$ cat src/rtl/i2c_mst_arbiter_pkg.sv
// Shared types and widths for the i2c_mst_arbiter slice.
package i2c_arb_pkg;

  localparam int unsigned I2C_ADDR_W = 7;
  localparam int unsigned I2C_DATA_W = 8;

  typedef enum logic [2:0] {
    ST_IDLE  = 3'd0,
    ST_GRANT = 3'd1,
    ST_ISSUE = 3'd2,
    ST_WAIT  = 3'd3,
    ST_RESP  = 3'd4
  } arb_state_t;

endpackage

$ cat src/rtl/i2c_mst_arbiter_if.sv
// Requester and i2c_master command bundle for i2c_mst_arbiter.
// slave modport = arbiter view, master modport = requesters/i2c_master view.
interface i2c_mst_arbiter_if #(
  parameter int unsigned N_REQ = 4
);
  localparam int unsigned AW = i2c_arb_pkg::I2C_ADDR_W;
  localparam int unsigned DW = i2c_arb_pkg::I2C_DATA_W;

  logic [N_REQ-1:0]    req;
  logic [AW*N_REQ-1:0] req_addr;
  logic [N_REQ-1:0]    req_rw;
  logic [DW*N_REQ-1:0] req_wdata;
  logic [N_REQ-1:0]    gnt;
  logic [N_REQ-1:0]    done;
  logic [DW-1:0]       rsp_rdata;
  logic                rsp_err;
  logic                mst_start;
  logic [AW-1:0]       mst_addr;
  logic                mst_rw;
  logic [DW-1:0]       mst_dfifo;
  logic                mst_busy;
  logic                mst_done;
  logic                mst_nack;
  logic [DW-1:0]       mst_rdata;
  logic                mst_abort;

  modport slave (
    input  req, req_addr, req_rw, req_wdata,
    input  mst_busy, mst_done, mst_nack, mst_rdata,
    output gnt, done, rsp_rdata, rsp_err,
    output mst_start, mst_addr, mst_rw, mst_dfifo, mst_abort
  );

  modport master (
    output req, req_addr, req_rw, req_wdata,
    output mst_busy, mst_done, mst_nack, mst_rdata,
    input  gnt, done, rsp_rdata, rsp_err,
    input  mst_start, mst_addr, mst_rw, mst_dfifo, mst_abort
  );

endinterface

$ cat src/rtl/i2c_mst_arbiter_rr_pick.sv
// Combinational round-robin selector: first set request at or after rr_ptr, wrapping.
module rr_pick #(
  parameter int unsigned N_REQ = 4,
  parameter int unsigned IW    = $clog2(N_REQ)
) (
  input  logic [N_REQ-1:0] req,
  input  logic [IW-1:0]    rr_ptr,
  output logic [IW-1:0]    idx,
  output logic             vld
);

  int unsigned k;

  // scan N_REQ positions starting at rr_ptr; the first hit wins
  always_comb begin
    idx = '0;
    vld = 1'b0;
    k   = 0;
    for (int unsigned i = 0; i < N_REQ; i++) begin
      k = (32'(rr_ptr) + i) % N_REQ;
      if (!vld && req[k]) begin
        vld = 1'b1;
        idx = IW'(k);
      end
    end
  end

endmodule

$ cat src/rtl/i2c_mst_arbiter.sv
// Round-robin arbiter sharing one i2c_master between N_REQ requesters.
// Optional watchdog: define I2C_ARB_WDOG_EN to abort a transaction after TMO_CYC WAIT cycles.
module i2c_mst_arbiter
  import i2c_arb_pkg::*;
#(
  parameter int unsigned N_REQ   = 4,
  parameter int unsigned TMO_CYC = 20000
) (
  input logic               clk,
  input logic               rstn,
  i2c_mst_arbiter_if.slave  bus
);

  localparam int unsigned IW = $clog2(N_REQ);

  arb_state_t      state, state_nx;
  logic [IW-1:0]   rr_ptr, win, pick_idx;
  logic            pick_vld;
  logic [N_REQ-1:0] win_oh;
  logic            tmo, wd_abort;

  rr_pick #(.N_REQ(N_REQ), .IW(IW)) u_pick (
    .req    (bus.req),
    .rr_ptr (rr_ptr),
    .idx    (pick_idx),
    .vld    (pick_vld)
  );

`ifdef I2C_ARB_WDOG_EN
  logic [14:0] wd_cnt;

  // WAIT-cycle counter; held at zero outside WAIT so every entry starts from 0
  always_ff @(posedge clk or negedge rstn) begin
    if (!rstn)                  wd_cnt <= '0;
    else if (state == ST_WAIT)  wd_cnt <= wd_cnt + 1'b1;
    else                        wd_cnt <= '0;
  end

  assign tmo           = (state == ST_WAIT) && (wd_cnt == 15'(TMO_CYC - 1));
  assign bus.mst_abort = wd_abort;
`else
  // TMO_CYC has no effect without the watchdog
  logic [31:0] tmo_unused;
  assign tmo_unused    = TMO_CYC;
  assign tmo           = 1'b0;
  assign bus.mst_abort = 1'b0;
`endif

  // next-state logic; mst_done beats a same-cycle timeout
  always_comb begin
    state_nx = state;
    wd_abort = 1'b0;
    unique case (state)
      ST_IDLE:  if (pick_vld) state_nx = ST_GRANT;
      ST_GRANT: state_nx = ST_ISSUE;
      ST_ISSUE: if (!bus.mst_busy) state_nx = ST_WAIT;
      ST_WAIT: begin
        if (bus.mst_done) begin
          state_nx = ST_RESP;
        end else if (tmo) begin
          state_nx = ST_RESP;
          wd_abort = 1'b1;
        end
      end
      ST_RESP:  state_nx = ST_IDLE;
      default:  state_nx = ST_IDLE;
    endcase
  end

  // grant and done are decoded from the held winner so reset drops them at once
  always_comb begin
    win_oh      = '0;
    win_oh[win] = 1'b1;
    bus.gnt     = (state != ST_IDLE) ? win_oh : '0;
    bus.done    = (state == ST_RESP) ? win_oh : '0;
  end

  // FSM, winner, rotation pointer, command latches and response registers
  always_ff @(posedge clk or negedge rstn) begin
    if (!rstn) begin
      state         <= ST_IDLE;
      win           <= '0;
      rr_ptr        <= '0;
      bus.mst_start <= 1'b0;
      bus.mst_addr  <= '0;
      bus.mst_rw    <= 1'b0;
      bus.mst_dfifo <= '0;
      bus.rsp_rdata <= '0;
      bus.rsp_err   <= 1'b0;
    end else begin
      state <= state_nx;
      // start is registered on the ISSUE->WAIT edge, so it is seen in the first WAIT cycle
      bus.mst_start <= (state == ST_ISSUE) && !bus.mst_busy;
      if (state == ST_IDLE && pick_vld) win <= pick_idx;
      if (state == ST_GRANT) begin
        bus.mst_addr  <= bus.req_addr[32'(win)*I2C_ADDR_W +: I2C_ADDR_W];
        bus.mst_rw    <= bus.req_rw[win];
        bus.mst_dfifo <= bus.req_wdata[32'(win)*I2C_DATA_W +: I2C_DATA_W];
      end
      if (state == ST_WAIT) begin
        if (bus.mst_done) begin
          bus.rsp_rdata <= bus.mst_rdata;
          bus.rsp_err   <= bus.mst_nack;
        end else if (wd_abort) begin
          bus.rsp_rdata <= '0;
          bus.rsp_err   <= 1'b1;
        end
      end
      if (state == ST_RESP) rr_ptr <= (win == IW'(N_REQ - 1)) ? '0 : win + 1'b1;
    end
  end

endmodule

$ cat src/flat_wrapper.sv
// flat-port wrapper written by rule: the top's interface ports become plain ports
module i2c_mst_arbiter_flat import i2c_arb_pkg::*;
#(
  parameter int unsigned N_REQ   = 4,
  parameter int unsigned TMO_CYC = 20000
)
  (clk, rstn, bus_req, bus_req_addr, bus_req_rw, bus_req_wdata, bus_mst_busy, bus_mst_done, bus_mst_nack, bus_mst_rdata, bus_gnt, bus_done, bus_rsp_rdata, bus_rsp_err, bus_mst_start, bus_mst_addr, bus_mst_rw, bus_mst_dfifo, bus_mst_abort);
  i2c_mst_arbiter_if #(.N_REQ(N_REQ)) bus_i ();
  input logic clk;
  input logic rstn;
  input wire logic [$bits(bus_i.req)-1:0] bus_req;
  input wire logic [$bits(bus_i.req_addr)-1:0] bus_req_addr;
  input wire logic [$bits(bus_i.req_rw)-1:0] bus_req_rw;
  input wire logic [$bits(bus_i.req_wdata)-1:0] bus_req_wdata;
  input wire logic [$bits(bus_i.mst_busy)-1:0] bus_mst_busy;
  input wire logic [$bits(bus_i.mst_done)-1:0] bus_mst_done;
  input wire logic [$bits(bus_i.mst_nack)-1:0] bus_mst_nack;
  input wire logic [$bits(bus_i.mst_rdata)-1:0] bus_mst_rdata;
  output wire logic [$bits(bus_i.gnt)-1:0] bus_gnt;
  output wire logic [$bits(bus_i.done)-1:0] bus_done;
  output wire logic [$bits(bus_i.rsp_rdata)-1:0] bus_rsp_rdata;
  output wire logic [$bits(bus_i.rsp_err)-1:0] bus_rsp_err;
  output wire logic [$bits(bus_i.mst_start)-1:0] bus_mst_start;
  output wire logic [$bits(bus_i.mst_addr)-1:0] bus_mst_addr;
  output wire logic [$bits(bus_i.mst_rw)-1:0] bus_mst_rw;
  output wire logic [$bits(bus_i.mst_dfifo)-1:0] bus_mst_dfifo;
  output wire logic [$bits(bus_i.mst_abort)-1:0] bus_mst_abort;
  assign bus_i.req = bus_req;
  assign bus_i.req_addr = bus_req_addr;
  assign bus_i.req_rw = bus_req_rw;
  assign bus_i.req_wdata = bus_req_wdata;
  assign bus_i.mst_busy = bus_mst_busy;
  assign bus_i.mst_done = bus_mst_done;
  assign bus_i.mst_nack = bus_mst_nack;
  assign bus_i.mst_rdata = bus_mst_rdata;
  assign bus_gnt = bus_i.gnt;
  assign bus_done = bus_i.done;
  assign bus_rsp_rdata = bus_i.rsp_rdata;
  assign bus_rsp_err = bus_i.rsp_err;
  assign bus_mst_start = bus_i.mst_start;
  assign bus_mst_addr = bus_i.mst_addr;
  assign bus_mst_rw = bus_i.mst_rw;
  assign bus_mst_dfifo = bus_i.mst_dfifo;
  assign bus_mst_abort = bus_i.mst_abort;
  i2c_mst_arbiter #(.N_REQ(N_REQ), .TMO_CYC(TMO_CYC)) u_core (.clk(clk), .rstn(rstn), .bus(bus_i));
endmodule
$ cat config.mk
export PLATFORM = sky130hd
export DESIGN_NAME = i2c_mst_arbiter_flat
export DESIGN_NICKNAME = d
export VERILOG_FILES = /design/src/rtl/i2c_mst_arbiter_pkg.sv /design/src/rtl/i2c_mst_arbiter_if.sv /design/src/rtl/i2c_mst_arbiter_rr_pick.sv /design/src/rtl/i2c_mst_arbiter.sv /design/src/flat_wrapper.sv
export SDC_FILE = /design/constraint.sdc
export NUM_CORES = 1
export LEC_CHECK = 0
export ABC_AREA = 1
export BUFFER_PORTS_ARGS = -buffer_cell sky130_fd_sc_hd__buf_2
export CAP_MARGIN = 20
export CORE_MARGIN = 10
export CORE_UTILIZATION = 40
export CTS_BUF_LIST = sky130_fd_sc_hd__clkbuf_8
export DETAILED_ROUTE_END_ITERATION = 12
export GPL_TIMING_DRIVEN = 0
export HOLD_SLACK_MARGIN = 0.03
export PLACE_DENSITY_LB_ADDON = 0.05
export SLEW_MARGIN = 20
export SYNTH_ARGS = -nofsm -noshare
export SYNTH_HDL_FRONTEND = slang
export SYNTH_SLANG_ARGS = --single-unit
$ cat constraint.sdc
create_clock -name clk -period 2.33 [get_ports clk]
set_input_delay 0.3495 -clock clk [delete_from_list [all_inputs] [get_ports clk]]
set_output_delay 0.3495 -clock clk [all_outputs]
set_load 0.05 [all_outputs]
## Yosys cells after proc, flatten, opt, wreduce, memory -nomap -nowiden

Cells that the tools add are included.

| storage, ports and cells | value |
|---|---|
| register bits | 33 |
| input bits | 81 |
| output and inout bits | 35 |

| cells by class | value |
|---|---|
| add/subtract/negate cells | 4 |
| $mul | 1 |
| magnitude comparators | 6 |
| eq/ne operators | 8 |
| shifts and indexed selects | 2 |
| muxes and demuxes | 29 |
| reduce and logical (&&, ||, !) cells | 14 |

Operators with widths:

| cell | number |
|---|---|
| $shiftx A32 B6 Y8 | 1 |
| $shiftx A28 B6 Y7 | 1 |
| $lt A2 B3 Y1 const B | 5 |
| $pmux W3 S4 | 1 |
| $mux W1 | 11 |
| $bmux W1 S2 | 5 |
| $mux W2 | 5 |
| $mux W3 | 3 |
| $mux W4 | 2 |
| $mux W8 | 1 |
| $eq A3 B2 Y1 const B | 2 |
| $logic_and A1 B1 Y1 | 6 |
| $mul A2 B3 Y5 const B | 1 |
| $add A2 B1 Y2 const B | 2 |
| $add A2 B2 Y2 const B | 2 |
| $logic_not A1 Y1 | 4 |
| $ne A2 B2 Y1 const B | 2 |
| $eq A3 B1 Y1 const B | 1 |
| $eq A3 B3 Y1 const B | 1 |
| $logic_not A3 Y1 | 1 |
| $reduce_and A3 Y1 | 1 |
| $reduce_bool A3 Y1 | 1 |
| $demux W1 S2 | 1 |
| $eq A2 B2 Y1 const B | 1 |
| other kinds (3) | 3 |

## Logic depth before layout (Yosys ltp)

Gate-level depths: netlist (run 1).

| depth | value |
|---|---|
| depth in word-level cells | 14 |
| depth in mapped cells | 12 |
| mapped depth without buffers | 11 |

## Hierarchy

From an unflattened synthesis (run 1), not the netlist that was laid out.

| second synthesis, totals | value |
|---|---|
| cells, all modules | 413 |
| area, all modules | 2,477.4 um^2 |

By module, submodules not included:

| module | times used | cells each | area an instance (um^2) | seq. area each (um^2) |
|---|---|---|---|---|
| i2c_mst_arbiter | 1 | 354 | 2,158.3 | 825.8 |
| rr_pick | 1 | 59 | 319.1 | 0.0 |

## Worst setup path after synthesis (run 1)

No wires, ideal clock.

| timing | value |
|---|---|
| kind | register -> output |
| start point | reg u_core.state[1] |
| end point | out bus_done[0] |
| arrival | 1.650 ns |
| slack | 0.330 ns |
| stages on the path, launching flop included | 5 |
| buffers on the path | 1 |
| cells stage by stage | dfrtp_1 buf_2 nor3_1 inv_1 nor2_1 |

| on the way | value |
|---|---|
| word-level cells in the longest chain between the ends | 2 |

Ends and longest elaborated chain:

| what | line | text |
|---|---|---|
| start: declaration | i2c_mst_arbiter.sv:16 | `arb_state_t state, state_nx;` |
| start signal: assignment | i2c_mst_arbiter.sv:91 | `state <= state_nx;` |
| $eq A3 B3 Y1 | i2c_mst_arbiter.sv:75 | `bus.done = (state == ST_RESP) ? win_oh : '0;` |
| $mux W4 | i2c_mst_arbiter.sv:75 |  |
| end: declaration | flat_wrapper.sv:20 | `output wire logic [$bits(bus_i.done)-1:0] bus_done;` |

Every way passes these cells.

## Worst setup path in the final report (run 1)

| timing | value |
|---|---|
| start point | reg u_core.win[0] |
| end point | out bus_gnt[2] |

| on the way | value |
|---|---|
| word-level cells in the longest chain between the ends | 5 |
| elaborated cells on any way between the ends | 6 |

Ends and longest elaborated chain:

| what | line | text |
|---|---|---|
| start: declaration | i2c_mst_arbiter.sv:17 | `logic [IW-1:0] rr_ptr, win, pick_idx;` |
| start signal: assignment | i2c_mst_arbiter.sv:94 | `if (state == ST_IDLE && pick_vld) win <= pick_idx;` |
| $lt A2 B3 Y1 (implied by the code) or $ge A2 B1 Y1 (tied branches) | i2c_mst_arbiter.sv:73 | `win_oh[win] = 1'b1;` |
| $logic_and A1 B1 Y1 (implied by the code) | i2c_mst_arbiter.sv:73 |  |
| $mux W1 (implied by the code) | i2c_mst_arbiter.sv:73 |  |
| $demux W1 S2 * | -- |  |
| $mux W4 * | i2c_mst_arbiter.sv:74 | `bus.gnt = (state != ST_IDLE) ? win_oh : '0;` |
| end: declaration | flat_wrapper.sv:19 | `output wire logic [$bits(bus_i.gnt)-1:0] bus_gnt;` |

Every way passes the cells marked *; elsewhere a longest branch is shown, timed or not.

==> results of run 1 <==
placed cells by master (no fill, tap or decap), types with 2 or more instances in the layout:
cell,n
buf_2,118
nand2_1,106
nor2_1,45
o21ai_0,34
dfrtp_1,32
inv_1,16
o22ai_1,16
nand3_1,8
nand2_2,7
clkbuf_8,5
clkbuf_1,4
nand2_4,4
ha_1,4
inv_2,3
clkbuf_4,2
o21ai_1,2
clkinv_2,2
area by class of cell:
| cell class | count | area, um^2 | area share |
|---|---|---|---|
| inverters | 21 | 86.3 | 0.0300 |
| flip-flops and latches | 33 | 827 | 0.287 |
| clock inverters | 3 | 17.5 | 0.00608 |
| plain buffers | 13 | 70.1 | 0.0243 |
| well taps | 70 | 87.6 | 0.0304 |
| multi-input cells | 239 | 1150 | 0.399 |
| clock buffers | 5 | 68.8 | 0.0239 |
| repair buffers | 114 | 573 | 0.199 |
path summary, 6_finish.rpt:
kind                                                    startpoint                                   to  slack [ps]  cells after the start
max in group asynchronous                                     rstn            u_core.win[1]$_DFFE_PN0P_        1690                      1
worst max-delay path                     u_core.win[0]$_DFFE_PN0P_                           bus_gnt[2]         180                      6
min in group clk                                      bus_mst_busy       u_core.bus.mst_start$_DFF_PN0_         230                      2
worst min register to register  u_core.bus.mst_addr[3]$_DFFE_PN0N_   u_core.bus.mst_addr[3]$_DFFE_PN0N_         480                      2
worst max register to register         u_core.state[1]$_DFFE_PN0P_   u_core.bus.mst_addr[6]$_DFFE_PN0N_         810                      6
worst min-delay path                                          rstn  u_core.bus.rsp_rdata[3]$_DFFE_PN0P_         110                      1
sequential cells by signal, indices dropped and copies added, names as in the netlist:
register              flops
u_core.win                2
u_core.state              3
u_core.bus.rsp_err        1
u_core.bus.mst_start      1
u_core.bus.mst_dfifo      8
u_core.bus.mst_addr       7
u_core.bus.mst_rw         1
u_core.rr_ptr             2
u_core.bus.rsp_rdata      8
stage by stage:
step                      power, W  hold slack [ps]  utilization
after floorplan            0.00320             53.9            -
after global placement     0.00388              457        0.541
after detailed placement   0.00392              461        0.541
after CTS                  0.00436              147        0.558
after global routing       0.00468              185        0.560
final                      0.00432              112        0.560
kinds of logic after synthesis:
group / count (synthesis) / share of synthesized area
compound gates: 55 / 0.141
flops: 33 / 0.389
other cells: 1 / 0.00177
simple gates: 179 / 0.372
buf+inv: 34 / 0.0725
fa+ha+maj: 4 / 0.0236
power by group through the flow:
stage | Combinational [W] | Sequential (W) | Clock [W]
floorplan | 0.00144 | 0.00175 | 0
global placement | 0.00286 | 0.00102 | 0
detailed placement | 0.00289 | 0.00102 | 0
CTS | 0.00289 | 0.00102 | 0.000443
global route | 0.00315 | 0.00106 | 0.000464
finish | 0.00287 | 0.00103 | 0.000431
layer usage:
metal | vias to the layer above | wire length (um) | track usage
met1 | 1089 | 2910 | 0.179
li1 | 1219 | - | -
met5 | - | 0 | 0
met3 | 8 | 624 | 0.0630
met4 | 0 | 80 | 0.0450
met2 | 80 | 3500 | 0.282
==> flow_metrics.tcl, run 1 <==
set metrics [dict create \
    stdcell_count 498 \
    dp_cells 490 \
    slew_headroom 0.508 \
    wire_per_inst_um 14.3 \
    switchingPower_w 0.00250 \
    area_growth_pct 35.6 \
    seqPwrFrac 0.237 \
    final_hold_viol_count 0 \
    detail-route-antenna-nets 0 \
    synthTopCellsByArea "dfrtp_1 (39%), nand2_1 (19%), o21ai_0 (8.0%), nor2_1 (8.0%), o22ai_1 (4.7%)" \
    fp-row-count 26 \
    drc 0 \
    synth_top_area_share 0.389 \
    cp.required_ps 1980 \
    switching_share 0.577 \
    worstPathArrival_ps 1800 \
    vias 2396 \
    synth_top_cell_by_area "dfrtp_1" \
    clock-skew-final_ps 6.52 \
    clk_path_buf_depth 2 \
    port_buffers 114 \
    die_h_um 92.9 \
    via_per_inst 4.81 \
    grt_pass1_wl_um 11500 \
    cpPeakStageDelay_ps 470 \
    cap_violations 0 \
    synth-async-reset-ratio 1.00 \
    crit_buf_inv 4 \
    place_congestion 0.848 \
    crit_path_end_kind "output pin" \
    clkTransAtPathRegs_ps 70 \
    io_pins 116 \
    hp-class "in2async" \
    dieArea_mm2 0.00862 \
    fin_crit_ps 2150 \
    dpl.hpwl_um 5620 \
    synth_flop_cell "dfrtp_1" \
    grt_max_degree 34 \
    ctsResizeCount 0 \
    irDropWorstVdd_uv 778 \
    syn_nets 391 \
    cts_made_buffers 5 \
    synth.top_cells.by_count "nand2_1 (106), nor2_1 (45), o21ai_0 (34), dfrtp_1 (33), inv_1 (17)" \
    grt-ovfl-total 0 \
    cp_cell_sequence "inv_1, clkbuf_4, ha_1, inv_1, nor2_1, buf_2" \
    fin_nets 512 \
    status "finished clean" \
    critPathLaunchType "register" \
    syn_area_mm2 0.00212 \
    max_freq_mhz 465 \
    fin_crit_sh 0.923 \
    netlist_instances 306 \
    insertion_delay_ps 290 \
    synth_edf_count 0 \
    slowest_stage "dfrtp_1" \
    tns_ps 0 \
    core_mm2 0.00514 \
    yosys.cell_count.top_type "nand2_1" \
    first_pass_iters 4 \
    finalSetupViolCount 0 \
    wl_um 7110 \
    initialDrtViolationCount 124 \
    yosysSeqAreaShare 0.389 \
    fillers 545 \
    cts_tree "yes" \
    critPathKind "reg2out" \
    place_area_mm2 0.00278 \
    cts_root_buf "clkbuf_8" \
    maxSlewViolCount 0 \
    clkSinkCount 33 \
    post_cts_buffers 0 \
    ys_seq_elements 33 \
    cp_common_cell "inv_1" \
    pwr-share-clk 0.100 \
    track_usage 0.162 \
    syn_area_per_cell_um2 6.94 \
    power_leakage_nw 1.64 \
    grt_pass1_vias 2476 \
    p_int_w 0.00183 \
    hold_buffers 0 \
    die_w_um 92.9 \
    initial_utilization 0.413 \
    antenna_found_initial 0 \
    tightestPinTransition_ps 737 \
    antenna-diode-count 0 \
    htreeDepth 2 \
    p_comb_frac 0.663 \
    worst-path-max-fanout 11 \
    ys_types 31 \
    p_per_area_mw_per_mm2 1500 \
    fin_ws_ps 180 \
    rsz0062_at_grt "false" \
    yosysWarnings 0 \
    cp_top_family "buffers and inverters" \
    final_area_mm2 0.00288 \
    pre_cts_ws_ps 341 \
    drive_above_1_share 0.355 \
]
No activity file was read; power rests on OpenSTA's default activity.
==> inputs of run 2 (changes only) <==
--- a/config.mk
+++ b/config.mk
@@ -8,6 +8,7 @@
 export ABC_AREA = 1
 export BUFFER_PORTS_ARGS = -buffer_cell sky130_fd_sc_hd__buf_2
 export CAP_MARGIN = 20
+export CORE_ASPECT_RATIO = 2
 export CORE_MARGIN = 10
 export CORE_UTILIZATION = 40
 export CTS_BUF_LIST = sky130_fd_sc_hd__clkbuf_8
==> flow_metrics.tcl, run 2 (synthesized netlist as in run 1, its figures left out) <==
set metrics [dict create \
    track_usage 0.179 \
    seq_area_um2 827 \
    rsz0062_at_grt "false" \
    critical_path.reg2reg.endpoint "u_core.bus.mst_addr[4]$_DFFE_PN0N_" \
    worstPathArrival_ps 1850 \
    fp-row-count 37 \
    clk_path_buf_depth 2 \
    htreeDepth 2 \
    critPathLaunchType "register" \
    detail-route-antenna-nets 0 \
    grt-ovfl-total 0 \
    clkSinkCount 33 \
    final_cell_mix "buf_2 (119), nand2_1 (106), nor2_1 (45)" \
    crit_path_end_kind "output pin" \
    worst-path-max-fanout 11 \
    first_pass_iters 4 \
    wl_met1_um 2900 \
    cts_root_buf "clkbuf_8" \
    port_buffers 114 \
    dpl.hpwl_um 6430 \
    irDropWorstVdd_uv 886 \
    fin_nets 512 \
    core_mm2 0.00514 \
    hp-class "in2async" \
    drc 0 \
    post_cts_buffers 0 \
    cts_made_buffers 5 \
    wire_per_inst_um 16.6 \
    antenna_found_initial 0 \
    initialDrtViolationCount 107 \
    r2r-start "u_core.state[1]$_DFFE_PN0P_" \
    initial_utilization 0.413 \
    ctsResizeCount 1 \
    final_area_mm2 0.00286 \
    critPathKind "reg2out" \
    final_common_cell "buf_2" \
    top_layer_used "met4" \
    place_area_mm2 0.00277 \
    io_pins 116 \
    wl_um 8070 \
    drive_above_1_share 0.357 \
    grt_max_degree 34 \
    met3_length_um 585 \
    insertion_delay_ps 280 \
    fin_crit_sh 0.945 \
    via_per_inst 5.08 \
    power_leakage_nw 1.64 \
    fillers 558 \
    die_w_um 71.5 \
    clkTransAtPathRegs_ps 70 \
    slew_headroom 0.469 \
    die_h_um 123 \
    maxSlewViolCount 0 \
    clock-skew-final_ps 4.59 \
    max_freq_mhz 454 \
    grt_pass1_vias 2633 \
    tns_ps 0 \
    totalPowerFinal_w 0.00439 \
    place_congestion 0.852 \
    dieArea_mm2 0.00880 \
    ff2ff_setup_slack_ps 710 \
    cp.required_ps 1980 \
    vias 2471 \
    p_per_area_mw_per_mm2 1530 \
    fin_crit_ps 2200 \
    hold_buffers 0 \
    tightestPinTransition_ps 797 \
    finalSetupViolCount 0 \
    area_growth_pct 34.8 \
    antenna-diode-count 0 \
    cts_tree "yes" \
    cap_violations 0 \
    final_hold_viol_count 0 \
    multi_input_area_mm2 0.00115 \
    status "finished clean" \
    r2r_cells 6 \
    wl_met2_um 4370 \
    grt_pass1_wl_um 12900 \
    reg_top3 "u_core.bus.mst_dfifo (8), u_core.bus.rsp_rdata (8), u_core.bus.mst_addr (7)" \
]
run 2: changes by cell type in the layout (fill, tap and decap cells not counted), sizes merged:
| cell | before | now |
|---|---|---|
| clkbuf | 11 | 10 |
| buf | 121 | 122 |
run 2: worst max path at each step:
| stage | from | endpoint | slack, ps |
|---|---|---|---|
| floorplan | u_core.state[1]$_DFFE_PN0P_ | bus_done[0] | 330 |
| global placement | u_core.win[1]$_DFFE_PN0P_ | bus_gnt[1] | 250 |
| detailed placement | u_core.win[1]$_DFFE_PN0P_ | bus_done[1] | 240 |
| CTS | u_core.win[0]$_DFFE_PN0P_ | bus_done[0] | 10 |
| global route | u_core.win[1]$_DFFE_PN0P_ | bus_done[1] | 20 |
| finish | u_core.win[1]$_DFFE_PN0P_ | bus_done[1] | 130 |
run 2: area by class of cell:
type,count,area share
buffer,13,0.0245
multi-input combinational,239,0.401
timing repair buffer,114,0.199
sequential,33,0.289
clock inverter,3,0.00612
tap,58,0.0254
clock buffer,5,0.0240
inverter,21,0.0302
run 2: power by group:
group / internal [W] / total [W] / leakage [nW] / switching, W
registers: 0.000845 / 0.00104 / 0.410 / 0.000191
clock network: 0.000206 / 0.000429 / 0.0439 / 0.000223
logic: 0.000775 / 0.00292 / 1.18 / 0.00215
total: 0.00183 / 0.00439 / 1.64 / 0.00256
run 2: through the flow:
| stage | util | worst slack (ps) | cells | hold WS (ps) |
|---|---|---|---|---|
| 2_1_floorplan | - | 330 | 306 | 53.9 |
| 3_3_place_gp | 0.538 | 248 | 478 | 458 |
| 3_5_place_dp | 0.538 | 243 | 478 | 460 |
| 4_1_cts | 0.555 | 11.8 | 486 | 159 |
| 5_1_grt | 0.557 | 23.9 | 486 | 178 |
| 6_report | 0.557 | 128 | 486 | 140 |
run 2: routing by layer:
metal / up-vias / track usage
met5: - / 0
met4: 0 / 0.0596
met3: 15 / 0.0537
met2: 97 / 0.331
met1: 1139 / 0.185
li1: 1220 / -
run 2: critical path: stages (launching register included):
cell and delay [ps]:
dfrtp_2 520, inv_2 180, buf_2 260, ha_1 180
inv_1 60, nor2_1 100, buf_2 270
==> inputs of run 3 (changes only) <==
--- a/config.mk
+++ b/config.mk
@@ -10,13 +10,12 @@
 export CAP_MARGIN = 20
 export CORE_ASPECT_RATIO = 2
 export CORE_MARGIN = 10
-export CORE_UTILIZATION = 40
+export CORE_UTILIZATION = 50
 export CTS_BUF_LIST = sky130_fd_sc_hd__clkbuf_8
 export DETAILED_ROUTE_END_ITERATION = 12
 export GPL_TIMING_DRIVEN = 0
 export HOLD_SLACK_MARGIN = 0.03
 export PLACE_DENSITY_LB_ADDON = 0.05
-export SLEW_MARGIN = 20
 export SYNTH_ARGS = -nofsm -noshare
 export SYNTH_HDL_FRONTEND = slang
 export SYNTH_SLANG_ARGS = --single-unit
==> flow_metrics.tcl, run 3 (synthesized netlist as in run 1, its figures left out) <==
set metrics [dict create \
    status "finished clean" \
    drive_above_1_share 0.357 \
    dp_cells 472 \
    post_cts_buffers 0 \
    seq_area_um2 827 \
    rsz0062_at_grt "false" \
    critPathLaunchType "register" \
    reg_top3 "u_core.bus.mst_dfifo (8), u_core.bus.rsp_rdata (8), u_core.bus.mst_addr (7)" \
    antenna_found_initial 0 \
    final_common_cell "buf_2" \
    grt_max_degree 34 \
    worst-path-max-fanout 11 \
    finalSetupViolCount 0 \
    insertion_delay_ps 290 \
    irDropWorstVdd_uv 991 \
    multi_input_area_mm2 0.00115 \
    drc 0 \
    use_met3 0.0737 \
    grt_use_met1 0.208 \
    initialDrtViolationCount 109 \
    slew_headroom 0.504 \
    wire_per_inst_um 15.7 \
    vias 2481 \
    r2r-start "u_core.win[0]$_DFFE_PN0P_" \
    stdcell_count 480 \
    hold_buffers 0 \
    max_freq_mhz 451 \
    htreeDepth 2 \
    clkTransAtPathRegs_ps 80 \
    antenna-diode-count 0 \
    cts_root_buf "clkbuf_8" \
    cts_tree "yes" \
    final_hold_viol_count 0 \
    tns_ps 0 \
    core_mm2 0.00409 \
    maxSlewViolCount 0 \
    fin_crit_ps 2220 \
    detail-route-antenna-nets 0 \
    cap_violations 0 \
    fin_ws_ps 114 \
    fin_crit_sh 0.951 \
    via_per_inst 5.17 \
    clk_path_buf_depth 2 \
    fillers 393 \
    pre_cts_ws_ps 250 \
    worstPathArrival_ps 1870 \
    first_pass_iters 5 \
    wl_um 7520 \
    dpl.hpwl_um 5890 \
    critPathKind "reg2out" \
    grt_pass1_vias 2610 \
    clkSinkCount 33 \
    track_usage 0.205 \
    p_per_area_mw_per_mm2 1530 \
    fp-row-count 33 \
    grt-ovfl-total 0 \
    port_buffers 114 \
    cp.required_ps 1980 \
    clock-skew-final_ps 8.14 \
    dieArea_mm2 0.00741 \
    hp-class "in2async" \
    cp-startpoint "u_core.win[1]$_DFFE_PN0P_" \
    cts_made_buffers 5 \
    grt_pass1_wl_um 12300 \
    fin_nets 512 \
    io_pins 116 \
    area_growth_pct 34.4 \
    die_h_um 112 \
    place_congestion 0.848 \
    grt_use_met2 0.364 \
    die_w_um 66.1 \
    power_leakage_nw 1.64 \
    crit_path_end_kind "output pin" \
    tightestPinTransition_ps 745 \
    top_usage_layer "met2" \
    ctsResizeCount 2 \
    final_cell_mix "buf_2 (119), nand2_1 (106), nor2_1 (45)" \
    initial_utilization 0.519 \
]
==> run 3: cell counts in the layout (fill, tap and decap cells not counted) <==
Identical to the previous run, type by type.
==> run 3: routing by layer <==
metal,up-vias,part of all wire,wire (um)
met5,-,0,0
met4,0,0.025,191
met3,19,0.082,616
met2,110,0.53,3950
met1,1132,0.37,2760
li1,1220,-,-
==> run 3: report_power, final <==
group | internal, W | switching (W) | leakage [nW]
combinational | 0.000773 | 0.00213 | 1.18
sequential | 0.000845 | 0.000192 | 0.410
clock | 0.000206 | 0.000221 | 0.0439
==> run 3: final cells by class <==
class | instances | share of cell area
clock inverters | 3 | 0.00614
inverters | 21 | 0.0302
well taps | 52 | 0.0228
repair buffers | 114 | 0.200
flip-flops and latches | 33 | 0.290
multi-input cells | 239 | 0.402
clock buffers | 5 | 0.0241
plain buffers | 13 | 0.0246
==> run 3: metrics by stage <==
step / power, W / cell area, um^2 / util / hold WS (ps)
floorplan: 0.00320 / 2120 / - / 53.9
global placement: 0.00389 / 2760 / 0.675 / 452
detailed placement: 0.00394 / 2760 / 0.675 / 459
CTS: 0.00438 / 2850 / 0.697 / 146
global route: 0.00474 / 2850 / 0.698 / 162
finish: 0.00437 / 2850 / 0.698 / 116
==> run 3: worst paths after layout <==
kind | endpoint | slack [ps] | cells past startpoint
setup / recovery | bus_done[1] | 110 | 6
hold / removal | u_core.rr_ptr[0]$_DFFE_PN0P_ | 120 | 1
setup reg to reg | u_core.bus.mst_addr[2]$_DFFE_PN0N_ | 750 | 6
hold reg to reg | u_core.bus.rsp_rdata[1]$_DFFE_PN0P_ | 480 | 2
max in group asynchronous | u_core.win[1]$_DFFE_PN0P_ | 1690 | 1
min in group clk | u_core.bus.mst_start$_DFF_PN0_ | 230 | 2
==> run 3: critical path, cell delays in order, from the launching register on <==
cell	delay (ps)
dfrtp_2	520
inv_2	180
buf_2	260
ha_1	180
inv_1	50
nor2_1	110
buf_2	280
